### src/rtl/traffic_controller_n.sv
// traffic_controller_n
//   N-way intersection controller. Exactly one approach owns green/yellow at a
//   time; phases run ALLRED -> GREEN -> YELLOW -> ALLRED with fixed durations.
//   On each ALLRED exit the next approach is the first one with demand,
//   scanning forward from the current approach. With no demand at all, the
//   controller rotates to the next approach on a fixed time plan.
//
//   Optional feature macro: TRAFFIC_PREEMPT_EN
//     Adds emergency preemption. A request cuts short the green on another
//     approach, lets yellow and all-red complete, and then forces green on
//     preempt_dir. Green holds there while the request stays high. Without the
//     macro, preempt/preempt_dir are ignored and preempt_active is tied low.
//
// Ports
//   clock          rising-edge clock
//   reset_n        asynchronous active-low reset
//   demand         per-approach vehicle-present sensors (bit i = approach i)
//   preempt        emergency request (only used with TRAFFIC_PREEMPT_EN)
//   preempt_dir    approach to preempt to; values >= NUM_DIR are ignored
//   lamp           {red,yellow,green} one-hot per approach, approach i at [3i+2:3i]
//   active_dir     approach owning green/yellow (last served during all-red)
//   phase          2'b00 ALLRED, 2'b01 GREEN, 2'b10 YELLOW
//   preempt_active high while a preemption sequence is in progress
module traffic_controller_n #(
  parameter int NUM_DIR    = 4,
  parameter int GREEN_CYC  = 8,
  parameter int YELLOW_CYC = 4,
  parameter int ALLRED_CYC = 1,
  parameter int CNT_W      = 8,
  parameter int DIR_W      = (NUM_DIR > 2) ? $clog2(NUM_DIR) : 1
) (
  input  logic                 clock,
  input  logic                 reset_n,
  input  logic [NUM_DIR-1:0]   demand,
  input  logic                 preempt,
  input  logic [DIR_W-1:0]     preempt_dir,
  output logic [3*NUM_DIR-1:0] lamp,
  output logic [DIR_W-1:0]     active_dir,
  output logic [1:0]           phase,
  output logic                 preempt_active
);

  // The encoding doubles as the phase output.
  typedef enum logic [1:0] {
    ALLRED = 2'b00,
    GREEN  = 2'b01,
    YELLOW = 2'b10
  } state_t;

  localparam logic [DIR_W-1:0] LAST_DIR = DIR_W'(NUM_DIR - 1);
  localparam logic [CNT_W-1:0] G_END    = CNT_W'(GREEN_CYC - 1);
  localparam logic [CNT_W-1:0] Y_END    = CNT_W'(YELLOW_CYC - 1);
  localparam logic [CNT_W-1:0] AR_END   = CNT_W'(ALLRED_CYC - 1);

  state_t             state, state_nx;
  logic [CNT_W-1:0]   cnt, cnt_nx;
  logic [DIR_W-1:0]   cur, cur_nx;
  logic [DIR_W-1:0]   scan_dir;

  logic [2*NUM_DIR-1:0] demand_dbl;
  logic [NUM_DIR-1:0]   demand_rot;
  int                   scan_off;
  int                   scan_sum;

  // Rotate demand so bit 0 is approach cur+1, take the lowest set bit, and
  // map the offset back to an approach number. No demand gives offset 0,
  // which is the fixed-time step to cur+1.
  always_comb begin
    demand_dbl = {demand, demand};
    demand_rot = demand_dbl[int'(cur) + 1 +: NUM_DIR];
    scan_off   = 0;
    for (int j = NUM_DIR - 1; j >= 0; j--) begin
      if (demand_rot[j]) scan_off = j;
    end
    scan_sum = int'(cur) + 1 + scan_off;
    if (scan_sum >= NUM_DIR) scan_sum = scan_sum - NUM_DIR;
    scan_dir = DIR_W'(scan_sum);
  end

`ifdef TRAFFIC_PREEMPT_EN
  logic             pa_q;
  logic [DIR_W-1:0] pdir_q;
  logic             req;
  logic             chase;
  logic [DIR_W-1:0] target;

  assign req    = preempt && (int'(preempt_dir) < NUM_DIR);
  // A fresh request overrides any earlier latched target.
  assign target = req ? preempt_dir : pdir_q;
  assign chase  = req || pa_q;

  always_ff @(posedge clock or negedge reset_n) begin
    if (!reset_n) begin
      pa_q   <= 1'b0;
      pdir_q <= '0;
    end else if (req) begin
      pa_q   <= 1'b1;
      pdir_q <= preempt_dir;
    end else if (state == GREEN && state_nx == YELLOW && cur == pdir_q) begin
      pa_q   <= 1'b0;
    end
  end

  assign preempt_active = pa_q;
`else
  logic unused_preempt;
  assign unused_preempt = ^{preempt, preempt_dir};
  assign preempt_active = 1'b0;
`endif

  // NOTE: every output of this block gets a default first, so no path can
  // leave a signal unassigned and infer a latch.
  always_comb begin
    state_nx = state;
    cnt_nx   = cnt + CNT_W'(1);
    cur_nx   = cur;
    unique case (state)
      ALLRED: begin
        if (cnt == AR_END) begin
          state_nx = GREEN;
          cnt_nx   = '0;
          cur_nx   = scan_dir;
`ifdef TRAFFIC_PREEMPT_EN
          if (chase) cur_nx = target;
`endif
        end
      end
      GREEN: begin
`ifdef TRAFFIC_PREEMPT_EN
        if (chase && cur != target) begin
          state_nx = YELLOW;
          cnt_nx   = '0;
        end else if (req && cur == target) begin
          // Hold green on the preempted approach while the request persists.
          cnt_nx   = '0;
        end else
`endif
        if (cnt == G_END) begin
          state_nx = YELLOW;
          cnt_nx   = '0;
        end
      end
      YELLOW: begin
        if (cnt == Y_END) begin
          state_nx = ALLRED;
          cnt_nx   = '0;
        end
      end
      default: begin
        state_nx = ALLRED;
        cnt_nx   = '0;
      end
    endcase
  end

  // NOTE: state registers use non-blocking assignments and the asynchronous
  // reset, so outputs drop to all-red the moment reset_n falls.
  always_ff @(posedge clock or negedge reset_n) begin
    if (!reset_n) begin
      state <= ALLRED;
      cnt   <= '0;
      cur   <= LAST_DIR;
    end else begin
      state <= state_nx;
      cnt   <= cnt_nx;
      cur   <= cur_nx;
    end
  end

  // Outputs decode registered state only.
  always_comb begin
    lamp = {NUM_DIR{3'b100}};
    case (state)
      GREEN:   lamp[3*int'(cur) +: 3] = 3'b001;
      YELLOW:  lamp[3*int'(cur) +: 3] = 3'b010;
      default: ;
    endcase
  end

  assign active_dir = cur;
  assign phase      = state;

endmodule

### config.mk
export PLATFORM = sky130hd
export DESIGN_NAME = traffic_controller_n
export DESIGN_NICKNAME = d
export VERILOG_FILES = /design/src/rtl/traffic_controller_n.sv
export SDC_FILE = /design/constraint.sdc
export NUM_CORES = 1
export LEC_CHECK = 0
export CAP_MARGIN = 20
export CELL_PAD_IN_SITES_DETAIL_PLACEMENT = 1
export CELL_PAD_IN_SITES_GLOBAL_PLACEMENT = 2
export CORE_MARGIN = 2
export CORE_UTILIZATION = 25
export DETAILED_ROUTE_END_ITERATION = 6
export GPL_TIMING_DRIVEN = 0
export HOLD_SLACK_MARGIN = 0.12
export MAX_ROUTING_LAYER = met4
export PLACE_DENSITY_LB_ADDON = 0.1
export SKIP_CTS_REPAIR_TIMING = 1
export SYNTH_ARGS = -nofsm -noshare
export SYNTH_HDL_FRONTEND = slang
export SYNTH_SLANG_ARGS = --single-unit
### constraint.sdc
create_clock -name clock -period 6.09 [get_ports clock]
set_clock_uncertainty 0.1 [all_clocks]
set_input_delay 1.827 -clock clock [delete_from_list [all_inputs] [get_ports clock]]
set_output_delay 1.827 -clock clock [all_outputs]
set_load 0.005 [all_outputs]
# Yosys cells after proc, flatten, opt, wreduce, memory -nomap -nowiden
# Index checks and enable logic that the tools add are counted.
[op_classes]
add_sub_neg = 5
multipliers = 1
magnitude_cmp = 1
n_eq_ne = 7
shifts = 4
mux = 14
bitwise = 5
n_reduce_logical = 4
[op_table]
columns = ["op", "count"]
rows = [
  ["variable part select 3 x 33 -> 12 bit (first input constant)", 2],
  ["2-to-1 mux 32 bit", 2],
  ["negator 4 -> 33 bit", 1],
  ["variable shift 3 x 33 -> 12 bit (first input constant)", 1],
  ["adder 4 x 32 -> 32 bit", 1],
  ["greater-or-equal comparator 32 x 4 -> 1 bit (second input constant)", 1],
  ["variable part select 8 x 32 -> 4 bit", 1],
  ["2-to-1 mux 8 bit", 3],
  ["one-hot mux 12 bit (2 select lines)", 1],
  ["one-hot mux 8 bit (3 select lines)", 1],
  ["bitwise AND 8 bit", 2],
  ["2-to-1 mux 2 bit", 6],
  ["adder 8 x 1 -> 8 bit (second input constant)", 1],
  ["equality test 8 x 2 -> 1 bit (second input constant)", 1],
  ["equality test 8 x 3 -> 1 bit (second input constant)", 1],
  ["logical NOT 8 bit", 1],
  ["OR 4 bit", 2],
  ["inequality test 2 bit (second input constant)", 3],
  ["one-hot mux 2 bit (3 select lines)", 1],
  ["multiplier 2 x 2 -> 4 bit (first input constant)", 1],
  ["NOT 4 bit", 1],
  ["adder 2 x 1 -> 3 bit (second input constant)", 1],
  ["AND reduction 3 bit", 1],
  ["equality test 2 x 1 -> 1 bit (second input constant)", 1],
  ["4 further kinds", 4],
]
[totals]
regBits = 12
inputBits = 9
out_inout_bits = 17
elab_cells = 44

# Logic depth before layout (Yosys ltp)
# Gate-level depths: netlist of the first run.
[logic_depth]
ltp_word = 9
depth_mapped = 9
ltp_nobuf = 8

# Least setup slack after synthesis of the first run
# Ideal clock, no wire load.
[synth_path]
path_kind = "input to register"
from = "input demand[1]"
to = "register cur[1] (netlist: active_dir[1])"
setup_time_ps = 81
arrival_time_ps = 2937
required_time_ps = 5909
slack_ps = 2972
path_stages = 8
n_path_buf = 0
path_cell_list = "inv_1 or3_1 o211ai_1 o31a_1 ha_1 xor2_1 xnor2_1 o21ai_1"
[synth_between]
elab_chain_len = 8
word_cells_on_any_way = 9
classes_between = "add/sub: 2; order compare: 1; shift: 1; mux: 5"
[synth_rtl]
columns = ["element", "line_no", "text"]
rows = [
  ["start: declaration", "34", "input logic [NUM_DIR-1:0] demand,"],
  ["variable part select 8 x 32 -> 4 bit (*)", "70", "demand_rot = demand_dbl[int'(cur) + 1 +: NUM_DIR];"],
  ["2-to-1 mux 2 bit (2 in a row)", "73", "if (demand_rot[j]) scan_off = j;"],
  ["2-to-1 mux 32 bit", "73", ""],
  ["2-to-1 mux 32 bit (*)", "73", ""],
  ["adder 4 x 32 -> 32 bit (*)", "75", "scan_sum = int'(cur) + 1 + scan_off;"],
  ["greater-or-equal comparator 32 x 4 -> 1 bit or subtractor 2 x 1 -> 2 bit (tied branches)", "76", "if (scan_sum >= NUM_DIR) scan_sum = scan_sum - NUM_DIR;"],
  ["2-to-1 mux 2 bit (*)", "76", ""],
  ["end signal: assignment", "166", "cur <= cur_nx;"],
  ["end: declaration", "57", "logic [DIR_W-1:0] cur, cur_nx;"],
]
# Every way passes the cells marked *; elsewhere a longest branch is shown, timed or not.
# A chain may end at the register's enable or synchronous reset.

# Final worst setup path of the first run
[layout_path]
from = "register cur[1] (netlist: active_dir[1])"
to = "output lamp[2]"
[layout_between]
elab_chain_len = 6
word_cells_on_any_way = 9
classes_between = "add/sub: 1; mul: 1; shift: 3; mux: 1; bitwise: 3"
[layout_rtl]
columns = ["element", "line_no", "text"]
rows = [
  ["multiplier 2 x 2 -> 4 bit (*)", "174, 175", ""],
  ["negator 4 -> 33 bit (*)", "174, 175", ""],
  ["variable shift 3 x 33 -> 12 bit", "174, 175", ""],
  ["NOT 4 bit (no source line)", "--", ""],
  ["OR 4 bit (no source line)", "--", ""],
  ["one-hot mux 12 bit (2 select lines) (*)", "173", "case (state)"],
  ["end: declaration", "37", "output logic [3*NUM_DIR-1:0] lamp,"],
]
# Marked as above.

==> results.yml, run 1 <==
outcome:
  run_status: "finished clean"
pwr:
  vdd_drop_max_v: 0.0000929
  power.density_nw_per_um2: 299
  p_leak_nw: 0.609
  finalPower_uw: 382
min_path:
  hold_path.class: "register to register"
  min-delay-start: "cnt[0]$_DFF_PN0_"
synth:
  synthTopCellsByCount: "nor2_1, ha_1, dfrtp_1, inv_1, and3_1"
  yosysTopAreaCell: "dfrtp_1"
  post-synth-top-area-fraction_pct: 26.3
  synth_top_flop_cell: "dfrtp_1"
  synth_top_family_by_area: "simple AND/OR/NAND/NOR gates"
  syn_nets: 128
  synth.avg_cell_area_um2: 8.80
  yosysWarnings: 0
  synthArstFlopShare_pct: 100
  synth-seq-cells: 12
  ys_types: 35
  synth-compound-area-share_pct: 12.9
  muxShareOfSynthArea_pct: 1.18
  synth-seq-area-share_pct: 31.8
  ys_top_cells_by_area: "dfrtp_1, ha_1, dfstp_2"
  synth_area_um2: 951
  synthSimpleGateAreaFrac_pct: 25.0
  synth_xor_area_share_pct: 7.37
  synth.most_common_cell: "nor2_1"
  synth_fa_ha_area_share_pct: 14.5
  netlist_instances: 108
  synth-edff-count: 0
routing:
  routedWlPerCell_um: 12.0
  wirelength_um: 2160
  drtIter0Drc: 13
  first_pass_iters: 2
  drt_drc_violations_left: 0
  vias: 827
  drtAntennaViolNets: 0
  vias_per_cell: 4.57
layout:
  antenna_cells: 0
  fin_area_um2: 1280
  drive_gt1_share_pct: 10.5
  regArea_um2: 303
  layoutNonFillerInstCount: 181
  multiInputGateArea_um2: 583
  fillers: 440
  fin_nets: 154
  syn_to_final_growth_pct: 34.2
sta:
  rsz0062_at_grt: "no"
  final.period_utilization_pct: 66.0
  worstMarginPinSlew_ns: 0.543
  period_minus_slack_ns: 4.02
  maxSlewViolCount: 0
  report.final.hold_viol_count: 0
  slew_headroom_pct: 63.7
  max_freq_mhz: 249
  timing.hold.ws_ns: 0.380
  setup_violations: 0
  setup_tns_ns: 0
setup_path:
  required_ns: 4.16
  arrival_ns: 2.09
  worstSetupStartpointType: "register"
  rr_startpoint: "active_dir[1]$_DFFE_PN1P_"
  crit_path_end_kind: "output port"
  critPathKind: "register to output port"
  crit_start: "active_dir[1]$_DFFE_PN1P_"
  crit_fanout: 10
global_routing:
  antenna_found_initial: 0
  grt_max_degree: 13
  grt_use_total_pct: 11.7
  grt_pass1_wl_um: 3770
  overflow: 0
  grt_pass1_vias: 817
placement:
  placed_cell_area_um2: 1220
  gp_congestion: 0.711
  place_inst: 177
  dp_hpwl_um: 1700
  io_buffer_count: 21
floorplanning:
  fp.dieW_um: 65.7
  start_util_pct: 26.0
  row_count: 22
  die_h_um: 65.7
  dieArea_um2: 4310
  core-area_um2: 3660
  ios: 26
clock_tree:
  cts.clk_slew.worst_paths_ns: 0.05
  cts_tree: "built"
  numClockSinks: 12
  numCtsBuffers: 3
  clk_latency_ns: 0.24
  root_buffer: "clkbuf_8"
  htreeDepth: 1
  cts_max_path_buffers: 2
job:
  max_cap_viol_count: 0
-- state kept, by name, indices dropped and copies added, names as in the netlist --
name / count
active_dir: 2
cnt: 8
phase: 2
-- cell type report --
class / instances / share of cell area, %
Buffer: 4 / 2.16
Tap cell: 48 / 4.71
Clock buffer: 4 / 4.31
Sequential cell: 12 / 23.7
Inverter: 10 / 2.94
Multi-Input combinational cell: 82 / 45.7
Timing Repair Buffer: 21 / 16.5
-- critical path, stage by stage, from the launching register on --
cell             delay [ns]
dfstp_2                0.55
buf_2                  0.21
inv_1                  0.12
ha_1                   0.22
o21ai_0                0.20
clkdlybuf4s50_1        0.54
-- cell usage in the layout, fill, tap and decap left out, drive strengths merged, types with 2 or more instances in the layout --
cell,instances
and3,9
dfstp,2
nor3b,2
or3,3
nor3,3
nand2,4
ha,11
a21oi,2
nor2,13
xnor2,3
clkbuf,5
inv,10
buf,3
o21ai,7
nand3,6
dfrtp,10
xor2,5
clkdlybuf4s50,21
o31ai,2
-- routing by layer --
layer / global-route usage [%] / wire length [µm] / up-vias
li1: - / - / 418
met1: 15.4 / 1090 / 388
met2: 17.0 / 943 / 16
met3: 3.60 / 97 / 5
met4: 3.91 / 27 / 0
met5: - / 0 / -
-- power breakdown --
group | leakage (nW) | internal, mW | total [mW] | switching [mW]
Clock | 0.0288 | 0.0571 | 0.0868 | 0.0296
Sequential | 0.152 | 0.0921 | 0.105 | 0.0126
Combinational | 0.429 | 0.112 | 0.190 | 0.0779
Total | 0.609 | 0.262 | 0.382 | 0.120
-- metrics by stage --
step | worst slack (ns) | utilization, %
finish | 2.07 | 34.9
global route | 1.92 | 34.9
CTS | 2.03 | 34.9
detailed placement | 2.30 | 33.4
global placement | 2.34 | 33.4
floorplan | 2.97 | -
-- cell families (layout without fill, tap and decap cells) --
kind of cell / Yosys count / count (layout)
buffers and inverters: 14 / 39
xor gates and xnor gates: 8 / 8
DFF: 12 / 12
other: 1 / 1
and+or+nand+nor: 44 / 44
AOI/OAI and AO/OA: 17 / 17
muxes: 1 / 1
adders and majority gates: 11 / 11
-- worst paths after layout --
| check | to | slack [ns] | cells after the start |
|---|---|---|---|
| setup / recovery | lamp[2] | 2.07 | 5 |
| hold / removal | cnt[0]$_DFF_PN0_ | 0.38 | 1 |
| setup reg to reg | active_dir[1]$_DFFE_PN1P_ | 3.92 | 9 |
| hold reg to reg | cnt[0]$_DFF_PN0_ | 0.38 | 1 |
| max in group asynchronous | active_dir[0]$_DFFE_PN1P_ | 3.68 | 1 |
| min in group asynchronous | cnt[7]$_DFF_PN0_ | 1.84 | 1 |
Note: power is estimated with default switching activity, not from simulation.
==> inputs of run 2 (changes only) <==
==> constraint.sdc (replaced) <==
create_clock -name clock -period 3.85 [get_ports clock]
set_clock_uncertainty 0.1 [all_clocks]
set_input_delay 1.155 -clock clock [delete_from_list [all_inputs] [get_ports clock]]
set_output_delay 1.155 -clock clock [all_outputs]
set_load 0.005 [all_outputs]
==> results of run 2 <==
The final DEF is identical to that of run 1. Status: finished clean.
Main changes from that run: setup slack after placement 2.30 ns -> 0.732 ns; setup slack after layout 2.07 ns -> 0.502 ns; register-to-register setup slack 3.92 ns -> 1.68 ns; total power 0.382 mW -> 0.604 mW; worst IR drop on VDD 0.0000929 V -> 0.000147 V
